--- config.mk ---
export PLATFORM = sky130hd
export DESIGN_NAME = srm_controller
export DESIGN_NICKNAME = d
export VERILOG_FILES = /design/src/rtl/srm_controller.sv
export SDC_FILE = /design/constraint.sdc
export NUM_CORES = 1
export LEC_CHECK = 0
export BUFFER_PORTS_ARGS = -buffer_cell sky130_fd_sc_hd__buf_2
export CORE_MARGIN = 8
export CORE_UTILIZATION = 49
export CTS_CLUSTER_DIAMETER = 200
export CTS_CLUSTER_SIZE = 40
export DETAILED_ROUTE_END_ITERATION = 16
export GPL_TIMING_DRIVEN = 1
export HOLD_SLACK_MARGIN = 0.06
export PLACE_DENSITY = 0.95
export SLEW_MARGIN = 10
export SYNTH_ARGS = -nofsm -noshare
export SYNTH_HDL_FRONTEND = slang
export SYNTH_SLANG_ARGS = --single-unit
--- constraint.sdc ---
create_clock -name clk -period 2.4 [get_ports clk]
set_input_delay 0.36 -clock clk [delete_from_list [all_inputs] [get_ports clk]]
set_output_delay 0.36 -clock clk [all_outputs]
set_load 0.01 [all_outputs]
--- src/rtl/srm_controller.sv ---
// srm_controller: multi-cycle control FSM sequencing the 8x16 register file and datapath strobes
//
// Executes one instruction per start pulse. The instruction is latched into ir
// when s=1 in WAIT; all outputs are Moore, decoded from state and ir only.
//
// Ports:
//   clk       in   1   clock, all state updates on posedge
//   reset_n   in   1   synchronous active-low reset
//   s         in   1   start, sampled only in WAIT
//   in        in   16  instruction, latched on start
//   w         out  1   high iff in WAIT
//   readnum   out  3   register file read select
//   writenum  out  3   register file write select
//   write     out  1   register file write enable
//   loada     out  1   load datapath A register
//   loadb     out  1   load datapath B register
//   loadc     out  1   load datapath C register
//   loads     out  1   load status flags
//   asel      out  1   force ALU A input to zero
//   vsel      out  2   writeback mux: 00 C, 01 sximm8
//   shift     out  2   shifter control
//   ALUop     out  2   ALU operation
//   sximm8    out  16  sign-extended imm8 of ir
module srm_controller (
  input  logic        clk,
  input  logic        reset_n,
  input  logic        s,
  input  logic [15:0] in,
  output logic        w,
  output logic [2:0]  readnum,
  output logic [2:0]  writenum,
  output logic        write,
  output logic        loada,
  output logic        loadb,
  output logic        loadc,
  output logic        loads,
  output logic        asel,
  output logic [1:0]  vsel,
  output logic [1:0]  shift,
  output logic [1:0]  ALUop,
  output logic [15:0] sximm8
);
  typedef enum logic [2:0] {
    S_WAIT, S_DECODE, S_GET_A, S_GET_B, S_ALU, S_WRITE_REG, S_WRITE_IMM
  } state_t;
  state_t      state_q, state_d;
  logic [15:0] ir_q, ir_d;
  logic [2:0]  opcode;
  logic [1:0]  op;
  logic        is_cmp;
  assign opcode = ir_q[15:13];
  assign op     = ir_q[12:11];
  assign is_cmp = ir_q[15:11] == 5'b10101;
  assign sximm8 = {{8{ir_q[7]}}, ir_q[7:0]};
  always_ff @(posedge clk) begin
    if (!reset_n) begin
      state_q <= S_WAIT;
      ir_q    <= 16'h0000;
    end else begin
      state_q <= state_d;
      ir_q    <= ir_d;
    end
  end
  always_comb begin
    state_d = state_q;
    ir_d    = ir_q;
    case (state_q)
      S_WAIT: begin
        ir_d    = s ? in : ir_q;
        state_d = s ? S_DECODE : S_WAIT;
      end
      S_DECODE: begin
        case (ir_q[15:11])
          5'b11010:                   state_d = S_WRITE_IMM;
          5'b11000, 5'b10111:         state_d = S_GET_B;
          5'b10100, 5'b10101, 5'b10110: state_d = S_GET_A;
          default:                    state_d = S_WAIT;
        endcase
      end
      S_GET_A:     state_d = S_GET_B;
      S_GET_B:     state_d = S_ALU;
      S_ALU:       state_d = is_cmp ? S_WAIT : S_WRITE_REG;
      S_WRITE_REG: state_d = S_WAIT;
      S_WRITE_IMM: state_d = S_WAIT;
      default:     state_d = S_WAIT;
    endcase
  end
  always_comb begin
    w        = 1'b0;
    readnum  = 3'd0;
    writenum = 3'd0;
    write    = 1'b0;
    loada    = 1'b0;
    loadb    = 1'b0;
    loadc    = 1'b0;
    loads    = 1'b0;
    asel     = 1'b0;
    vsel     = 2'b00;
    shift    = 2'b00;
    ALUop    = 2'b00;
    case (state_q)
      S_WAIT: w = 1'b1;
      S_GET_A: begin
        readnum = ir_q[10:8];
        loada   = 1'b1;
      end
      S_GET_B: begin
        readnum = ir_q[2:0];
        loadb   = 1'b1;
      end
      S_ALU: begin
        shift = ir_q[4:3];
        ALUop = opcode == 3'b101 ? op : 2'b00;
        asel  = opcode == 3'b110;
        loads = is_cmp;
        loadc = !is_cmp;
      end
      S_WRITE_REG: begin
        writenum = ir_q[7:5];
        write    = 1'b1;
      end
      S_WRITE_IMM: begin
        writenum = ir_q[10:8];
        vsel     = 2'b01;
        write    = 1'b1;
      end
      default: w = 1'b0;
    endcase
  end
endmodule

== After elaboration in Yosys (flattened, before gate mapping) ==
Cells that the tools add are included.
Operators by class
  reductions and logical operators: 6
  eq/ne operators: 14
  multiplexer cells: 17
Operators by type and width (number)
  == test 5 bit, second input constant: 6
  == test 3 bit, second input constant: 5
  case mux 3 bit (5 select lines): 1
  case mux 3 bit (2 select lines): 2
  two-way mux 1 bit: 9
  case mux 3 bit (3 select lines): 1
  == test 3 x 2 -> 1 bit, second input constant: 2
  two-way mux 2 bit: 3
  OR reduction 2 bit: 2
  == test 3 x 1 -> 1 bit, second input constant: 1
  zero test 3 bit: 1
  two-way mux 3 bit: 1
  OR reduction 3 bit: 1
  AND reduction 2 bit: 1
  zero test 1 bit: 1
Word-level totals
  register bits: 19
  word-level logic and storage cells: 39
  output and inout bits: 35

== Depth between registers and ports, before layout ==
  word-level depth: 4
  mapped depth: 6
  mapped depth without buffers: 4

== Worst setup path after synthesis ==
Ideal clock, no wire load.
  path kind: flip-flop to output port
  start: register state_q[1]
  end: output loads
  buffers on the path: 1
  data arrival time: 1.179 ns
  data required time: 2.040 ns
  slack: 0.861 ns
  cell stages (with the launch flop): 5
  path through: dfxtp_1 -> buf_2 -> nor3b_1 -> inv_1 -> nor3_1
On the way
  cells in the longest elaborated chain, start to end: 2
Ends and longest elaborated chain
  start: declaration: line 46  | state_t state_q, state_d;
  start signal: assignment: line 60  | state_q <= state_d;
  == test 3 bit: line 101  | case (state_q)
  two-way mux 1 bit: line 101
  end: declaration: line 36  | output logic loads,
No other way between the ends.

== Final worst setup path ==
  start: register state_q[2]
  end: output ALUop[1]
On the way
  cells in the longest elaborated chain, start to end: 2
Ends and longest elaborated chain
  == test 3 bit: line 101
  two-way mux 2 bit: line 101
  end: declaration: line 40  | output logic [1:0] ALUop,
No other way between the ends.

==> flow_summary.ini <==
[drt]
drt-pass1-iter-count = 4
detail_route.wl_per_cell_um = 13.3
routed_metal_1_wire_length_um = 1130
detail_route.wirelength_um = 2670
routed-via-count = 1025
drc = 0
top_signal_layer_used = met4
route.met2.wl_um = 1220
postRouteAntennaNets = 0
met3RoutedLength_um = 308
first_iter_violations = 37
vias_per_cell = 5.10

[layout]
n_antenna_cell = 0
final_cell_area_um2 = 1280
layout.nets = 193
highest_count_cells_in_the_layout_ignoring_fill_and_taps = 52 x sky130_fd_sc_hd__buf_2, 35 x sky130_fd_sc_hd__nand2_1, 19 x sky130_fd_sc_hd__dfxtp_1, 10 x sky130_fd_sc_hd__a21boi_1
post_layout_nonfiller_instances = 201
layout_commonest_cell = sky130_fd_sc_hd__buf_2
fillCellCount = 226
final_layout_size_suffix_gt1_frac = 0.353
area_delta_synth_final_pct = 13.1

[sta]
post-route-period-util = 0.898
worst_clock_skew_ps = 11.7
timing.max_slew.rel_slack = 0.475
fmax_ghz = 0.464
report.final.setup_viol = 0
period_minus_slack_ps = 2150
worstMarginPinSlew_ps = 784
final_max_slew_viol_count = 0
rsz_0062_raised_after_global_routing = no
timing_hold_violations_final = 0
fin_setup_tns_ps = 0
setup_ws_ps = 245

[run]
drv.max_cap_violation_count = 0

[min_path]
hold_class = in2reg

[clock_tree]
post_cts.resized_instances = 0
cts_inserted_buffers = 3
cts.path.max_buffers = 2
cts_root_buffer = sky130_fd_sc_hd__clkbuf_4
path_clk_slew_ps = 110
holdBufCountCts = 0
clock-sinks = 19
cts_max_level = 1
postCtsSetupBuffers = 0
clock_tree_from_tritoncts = built
worst_skew_pair.late_latency_ps = 300

[floorplan]
dieArea_um2 = 4120
floorplan.die.width_um = 64.2
rows = 17
area_of_the_placeable_core_um2 = 2210
starting_density_of_the_core = 0.514
io_pins = 54
die_h_um = 64.2

[synth]
synth.top_cell.area_share = 0.335
synth_largest_area_cell = sky130_fd_sc_hd__dfxtp_1
yosysWarnings = 0
synth.cell_area_um2 = 1140
synthesis.nets = 160
avgSynthCellArea_um2 = 8.06
syn_inst = 141
post_synth_main_area_contributors = sky130_fd_sc_hd__dfxtp_1 33%, sky130_fd_sc_hd__nand2_1 12%, sky130_fd_sc_hd__buf_4 11%
yosysUniqueCellTypes = 31
synth_sequential_area_ratio = 0.335
post_synthesis_sequential_element_count = 19

[power]
vdd.ir_drop.worst_v = 0.000432
report.power.total_uw = 603
powerDensity_nw_per_um2 = 469
leakage_nw = 0.646

[critical_path]
worst-endpoint-required_ps = 2040
worstPathArrival_ps = 1790
worstPathMaxFanout = 13
crit_path_cell_trace = nor3b_2 > and3_1 > and2_1 > buf_2
timing.setup.critical_path_class = reg2out
start_kind = flip-flop
endpoint_kind = output port
cpMaxStageDelayCell = sky130_fd_sc_hd__dfxtp_1
critical-path-max-stage-delay_ps = 590

[place]
placed_cells = 197
dp_hpwl_um = 2130
port_buffers = 52
placement.cell_area_um2 = 1250
place.gp.congestion = 0.786
dpl_worst_slack_ps = 413

[global_routing]
gr-usage-all-layers = 0.127
antenna_found_initial = 0
grt_start_max_net_pins = 18
grt_remaining_overflow = 0
first_global_vias = 971
grt_first_pass_wirelength_um = 4410

[status]
status = complete, no violations
## critical path, delay by kind of cell, from the launching register on
kind,cells,cell delay [ps]
simple gates,3,770
flops,1,590
buf+inv,1,130
## area by class of cell
cell class                 count  area [µm²]  area share
clock buffer                   3        22.5      0.0175
clock inverter                 1        5.00     0.00389
inverter                       4        15.0      0.0117
multi-input combinational     94         567       0.441
sequential                    19         380       0.296
tap                           28        35.0      0.0273
timing repair buffer          52         260       0.203
## power by group
part / switching, mW / internal, mW / leakage (nW) / total (mW)
sequential: 0.0201 / 0.333 / 0.156 / 0.353
clock: 0.0958 / 0.0620 / 0.0177 / 0.158
combinational: 0.0488 / 0.0439 / 0.472 / 0.0927
## cells in the mapped netlist (all sizes together)
library cell  number
or2                1
o21a               1
a21oi              1
nor2b              6
o21ai              5
nor3b              2
a31oi              2
a22o               3
dfxtp             19
nor3               2
nand3              1
and3               1
and4bb             1
nor2               1
conb               1
clkbuf             2
a21boi            16
nand2b             1
or4b               1
buf               22
a22oi              3
and4b              2
nand2             35
nand3b             1
nor4b              2
and2               5
inv                4
## logic make-up after synthesis
| logic type | synth area share |
|---|---|
| and+or+nand+nor | 0.298 |
| AOI/OAI and AO/OA | 0.193 |
| buffers and inverters | 0.171 |
| DFF | 0.335 |
| other | 0.00330 |
## registers in the layout (all words and copies together), names as in the netlist
register	flops
ir_q	16
state_q	3
## metrics by stage
| stage | util | hold WS [ps] |
|---|---|---|
| after floorplan | - | 444 |
| after global routing | 0.581 | 302 |
| after detailed placement | 0.566 | 462 |
| final | 0.581 | 283 |
| after global placement | 0.566 | 458 |
| after CTS | 0.579 | 287 |
## path summary, 6_finish.rpt
kind	cells after the start	to	start	slack, ps
min reg2reg	2	ir_q[2]	ir_q[2]	480
max reg2reg	3	ir_q[12]	state_q[2]	750
min	3	ir_q[13]	in[13]	280
max	4	ALUop[1]	state_q[2]	250
## layer usage
layer  GRT usage  up-vias
met5           0        -
met4      0.0245        0
met3      0.0575        2
met2       0.222       36
met1       0.139      463
li1            -      524
(Power assumes the default switching activity.)
